==> config.mk <==
export PLATFORM = sky130hd
export DESIGN_NAME = slt_seq_unit
export DESIGN_NICKNAME = d
export VERILOG_FILES = /design/src/rtl/slt_seq_unit_pkg.sv /design/src/rtl/slt_chunk_cmp.sv /design/src/rtl/slt_seq_unit.sv
export SDC_FILE = /design/constraint.sdc
export NUM_CORES = 1
export LEC_CHECK = 0
export ABC_CLOCK_PERIOD_IN_PS = 6400
export CAP_MARGIN = 5
export CORE_MARGIN = 3
export CORE_UTILIZATION = 52
export DETAILED_ROUTE_END_ITERATION = 10
export PLACE_DENSITY_LB_ADDON = 0.2
export SETUP_SLACK_MARGIN = 0.3
export SLEW_MARGIN = 20
export SYNTH_ARGS = -nofsm -noshare
export SYNTH_HDL_FRONTEND = slang
export SYNTH_SLANG_ARGS = --single-unit
==> constraint.sdc <==
create_clock -name clk -period 6.4 [get_ports clk]
set_input_delay 1.28 -clock clk [delete_from_list [all_inputs] [get_ports clk]]
set_output_delay 1.28 -clock clk [all_outputs]
set_load 0.01 [all_outputs]
==> src/rtl/slt_seq_unit_pkg.sv <==
// Shared definitions for the sequential set-less-than unit: state encodings and default sizing.
// Imported by the RTL and by the bench so both agree on widths and state codes.
package slt_seq_unit_pkg;

    localparam int DEF_WIDTH = 64;
    localparam int DEF_CHUNK = 8;

    typedef enum logic [1:0] {
        ST_IDLE = 2'd0,
        ST_CMP  = 2'd1,
        ST_DONE = 2'd2
    } slt_state_e;

endpackage

==> src/rtl/slt_chunk_cmp.sv <==
// Purpose: single-chunk magnitude compare, optional MSB flip for signed top chunk.
// Latency: combinational.
// Backpressure: none, pure function of inputs.
module slt_chunk_cmp #(
    parameter int CHUNK = 8
) (
    input  logic [CHUNK-1:0] ca,
    input  logic [CHUNK-1:0] cb,
    input  logic             flip_msb,
    output logic             lt,
    output logic             gt
);

    logic [CHUNK-1:0] msk;
    logic [CHUNK-1:0] ca_f;
    logic [CHUNK-1:0] cb_f;

    // Inverting the sign bit maps two's complement onto offset binary,
    // so an unsigned compare of the top chunk gives the signed ordering.
    assign msk  = CHUNK'(flip_msb) << (CHUNK - 1);
    assign ca_f = ca ^ msk;
    assign cb_f = cb ^ msk;
    assign lt   = (ca_f < cb_f);
    assign gt   = (ca_f > cb_f);

endmodule

==> src/rtl/slt_seq_unit.sv <==
// Purpose: multi-cycle SLT/SLTU, CHUNK bits per cycle MSB-first, zero-extended 0/1 result plus equality.
// Latency: fixed WIDTH/CHUNK cycles from accept to out_valid; one request in flight.
// Backpressure: result held in DONE until out_ready; in_ready low while busy, requests then are dropped.
module slt_seq_unit
    import slt_seq_unit_pkg::*;
#(
    parameter int WIDTH = DEF_WIDTH,
    parameter int CHUNK = DEF_CHUNK
) (
    input  logic             clk,
    input  logic             rst_n,
    input  logic             in_valid,
    output logic             in_ready,
    input  logic [WIDTH-1:0] in_a,
    input  logic [WIDTH-1:0] in_b,
    input  logic             in_signed,
    output logic             out_valid,
    input  logic             out_ready,
    output logic [WIDTH-1:0] out_y,
    output logic             out_eq
);

    localparam int NCHUNK = WIDTH / CHUNK;
    localparam int CW     = (NCHUNK > 1) ? $clog2(NCHUNK) : 1;

    if (WIDTH % CHUNK != 0) begin : g_bad_chunk
        $error("slt_seq_unit: WIDTH must be a multiple of CHUNK");
    end

    slt_state_e       state_q, state_d;
    logic [WIDTH-1:0] a_q, a_d, b_q, b_d;
    logic             sgn_q, sgn_d;
    logic [CW-1:0]    cnt_q, cnt_d;
    logic             lt_q, lt_d, gt_q, gt_d;

    logic [WIDTH-1:0] a_sh, b_sh;
    logic             c_lt, c_gt;

    // Shifting by cnt chunks brings the current chunk to the top.
    assign a_sh = a_q << (int'(cnt_q) * CHUNK);
    assign b_sh = b_q << (int'(cnt_q) * CHUNK);

    slt_chunk_cmp #(.CHUNK(CHUNK)) u_cmp (
        .ca       (a_sh[WIDTH-1 -: CHUNK]),
        .cb       (b_sh[WIDTH-1 -: CHUNK]),
        .flip_msb (sgn_q && (cnt_q == '0)),
        .lt       (c_lt),
        .gt       (c_gt)
    );

    always_ff @(posedge clk or negedge rst_n) begin
        if (!rst_n) begin
            state_q <= ST_IDLE;
            a_q     <= '0;
            b_q     <= '0;
            sgn_q   <= 1'b0;
            cnt_q   <= '0;
            lt_q    <= 1'b0;
            gt_q    <= 1'b0;
        end else begin
            state_q <= state_d;
            a_q     <= a_d;
            b_q     <= b_d;
            sgn_q   <= sgn_d;
            cnt_q   <= cnt_d;
            lt_q    <= lt_d;
            gt_q    <= gt_d;
        end
    end

    always_comb begin
        state_d   = state_q;
        a_d       = a_q;
        b_d       = b_q;
        sgn_d     = sgn_q;
        cnt_d     = cnt_q;
        lt_d      = lt_q;
        gt_d      = gt_q;
        in_ready  = 1'b0;
        out_valid = 1'b0;
        out_y     = '0;
        out_eq    = 1'b0;
        case (state_q)
            ST_IDLE: begin
                in_ready = 1'b1;
                if (in_valid) begin
                    a_d     = in_a;
                    b_d     = in_b;
                    sgn_d   = in_signed;
                    cnt_d   = '0;
                    lt_d    = 1'b0;
                    gt_d    = 1'b0;
                    state_d = ST_CMP;
                end
            end
            ST_CMP: begin
                // First differing chunk decides; no early exit keeps latency fixed.
                if (!lt_q && !gt_q) begin
                    lt_d = c_lt;
                    gt_d = c_gt;
                end
                cnt_d = cnt_q + 1'b1;
                if (cnt_q == CW'(NCHUNK - 1)) begin
                    state_d = ST_DONE;
                end
            end
            ST_DONE: begin
                out_valid = 1'b1;
                out_y     = {{(WIDTH-1){1'b0}}, lt_q};
                out_eq    = !lt_q && !gt_q;
                if (out_ready) begin
                    state_d = ST_IDLE;
                end
            end
            default: state_d = ST_IDLE;
        endcase
    end

endmodule

==> key figures <==
Logic synthesis
  – Synth Warn #: 0
  – Number of synthesized register bits: about 140
  – Most area-hungry cell type in the Yosys netlist: dfrtp_1
  – Sequential-to-total area share from yosys stat: 49.6%
  – EDFF count, synth: 0
  – Mean Syn Cell Area: 9.43 µm²
  – Post-synthesis async set-or-reset flop share: 100%
  – Most frequent cells after synthesis: nand2_1 (392), dfrtp_1 (136), buf_4 (63)
  – Mapped cell area: 6860 µm²
  – Synth area leaders: dfrtp_1 (50%), nand2_1 (21%), mux4_1 (8.0%), buf_4 (6.9%), mux4_2 (3.6%)
  – Yosys top cell area share: slightly below 50%
  – Synth Flop Type: dfrtp_1
  – Count leader, synth: nand2_1
  – Yosys cell types: 31
  – Cells after synthesis: ~730

Timing
  – F_max: between 300 and 400 MHz
  – Fin crit share: 50.3%
  – RSZ-0062 raised after global routing: no
  – Final hold viol count: 0
  – Hold WS: roughly 0.46 ns
  – Final Max Slew Viols: 0
  – Total negative slack: 0 ns
  – Worst-margin pin slew: between 0.9 and 1 ns
  – Worst Skew: 0.0103 ns
  – Max-slew headroom: 38.1%
  – Final min period: around 3.2 ns
  – Endpoints failing setup: 0
  – Setup ws final: 3.18 ns

CTS
  – CTS Buffer Depth: 2
  – H-tree depth: 4
  – Clk sinks: approximately 140
  – Num CTS Buffers: 17
  – Setup bufs post-CTS: 0
  – Post-CTS Hold Buffers: 0
  – CTS tree: built
  – Clk root buf: clkbuf_16
  – Clock latency on the worst-skew pair: 0.42 ns
  – CTS-repair resized insts: 0
  – Clk slew on worst S/H paths: 0.06 ns

Worst hold path
  – Hold Path Class: flop to flop

GRT
  – Vias in the first global route: roughly 5200
  – Initial antenna violation count: 0
  – Largest net degree at the start of global routing: between 70 and 80
  – GRT Resource Usage Total: between 20% and 30%
  – Global route total overflow: 0
  – First-pass GRT wire length: ~25000 µm

Final layout
  – Fin cells: slightly above 1000
  – Share of cells above drive strength 1: about 6.7%
  – Area Overhead vs Synth: 26.2%
  – Filler Cell Count: 992
  – Nets: between 900 and 1000
  – Fin area: 8660 µm²
  – N_diodes: 0
  – Final Util: 67.8%

Power
  – Sw frac: 35.4%
  – Pint: roughly 2.7 mW
  – Seq pwr share: a little under two fifths
  – Power Density: roughly 470 nW/µm²
  – Tot Pwr: between 4 and 5 mW
  – Leakage power: around 4.4 nW
  – Clock network power share: between 20 and 25%
  – P_sw: 1.46 mW
  – Logic pwr share: around two fifths
  – Peak VDD IR: roughly 0.26 mV

Job
  – Max Cap Violations: 0

Setup path
  – CP endpoint kind: flop
  – Critical Path RT: 6.70 ns
  – Startpoint types: flop
  – CP Data Arrival Time: approximately 3.5 ns
  – Worst setup path class: flop to flop
  – Critical Path Fanout Max: 27

Detailed routing
  – WL final: 15600 µm
  – Antenna-violating nets left: 0
  – Vias: 5111
  – Residual DRC: 0
  – Wire length per cell: 15.1 µm
  – DRT Pass-1 Iters: 5
  – DR iter-0 viols: roughly 300
  – Vias per inst: 4.95

Floorplanning
  – Die W: roughly 120 µm
  – Chip height: about 120 µm
  – Die area: 14600 µm²
  – Initial core utilization: a little over half
  – IO Count: 200
  – Num rows: 41
  – Core area: around 13000 µm²

Placed design
  – Cells after DPL: about 1000
  – Dpl cell area: between 8000 and 9000 µm²
  – Post-Place Setup Slack: a little over 3 ns
  – Placer Congestion: ~0.8
  – HPWL after detailed placement: roughly 11000 µm
  – # port buffers: between 100 and 150

Outcome
  – Status: finished clean
[routing by layer]
layer  vias to the layer above  global-route usage, %  routed length, µm
li1                       2458                      -                  -
met1                      2462                   29.4               6730
met2                       165                   36.0               7630
met3                        26                   5.78                893
met4                         0                   8.50                329
met5                         -                      0                  0
[critical path: stages (launching register included)]
cell and delay, ns:
dfrtp_2 0.58, buf_4 0.49, mux4_1 0.66, mux2_2 0.31, ha_1 0.31, nor2b_1 0.13
o211ai_1 0.24, nand2_1 0.08, a221o_1 0.29
[path summary, 6_finish.rpt]
check	from	cells after the start	endpoint	slack [ns]
setup / recovery	cnt_q[0]	8	gt_q	3.18
hold / removal	a_q[2]	2	a_q[2]	0.46
setup reg to reg	cnt_q[0]	8	gt_q	3.18
hold reg to reg	a_q[2]	2	a_q[2]	0.46
max in group asynchronous	rst_n	2	cnt_q[0]	4.16
min in group asynchronous	rst_n	1	b_q[59]	0.83
[logic make-up after synthesis]
| kind of cell | Yosys count | synth area share (%) |
|---|---|---|
| flip-flops | 136 | 49.6 |
| adder cells (fa/ha/maj) | 11 | 2.01 |
| buffers and inverters | 108 | 10.2 |
| other | 1 | 0.0546 |
| AND/OR/NAND/NOR | 410 | 22.9 |
| AO/OA/AOI/OAI | 16 | 1.46 |
| multiplexers | 46 | 13.8 |
[registers in the layout, summed over array words and instances, names as in the netlist]
signal   flops
gt_q         1
state_q      2
lt_q         1
b_q         64
sgn_q        1
a_q         64
cnt_q        3
[cells in the final DEF, fill, tap and decap left out, types with 2 or more instances in the layout]
cell type,n
nor2_1,2
nand2b_1,2
mux2i_1,7
clkbuf_16,17
nand2_1,391
clkinvlp_4,3
inv_1,6
a21oi_1,5
clkdlybuf4s50_1,135
nand4_1,2
bufinv_16,3
a221o_1,2
clkinv_4,3
nand3_1,3
o21ai_0,5
ha_1,11
dfrtp_1,135
inv_6,3
nor3_1,4
conb_1,63
mux4_1,21
mux2_2,7
mux4_2,11
buf_4,5
[layout make-up]
type | instances | area [µm²] | share of cell area, %
clock buffers | 19 | 443 | 5.11
multi-input cells | 546 | 3000 | 34.7
clock inverters | 13 | 170 | 1.97
inverters | 6 | 22.5 | 0.260
repair buffers | 141 | 1400 | 16.2
well taps | 172 | 215 | 2.49
flip-flops and latches | 136 | 3400 | 39.3
[power by group through the flow]
stage                     registers, mW  clock network [mW]  logic (mW)
after floorplan                    1.41                   0        1.27
after global placement             1.50                   0        1.52
after detailed placement           1.53                   0        1.57
after CTS                          1.52                1.02        1.59
after global routing               1.58                1.06        1.79
final                              1.52                1.01        1.58
(Power assumes the default switching activity.)
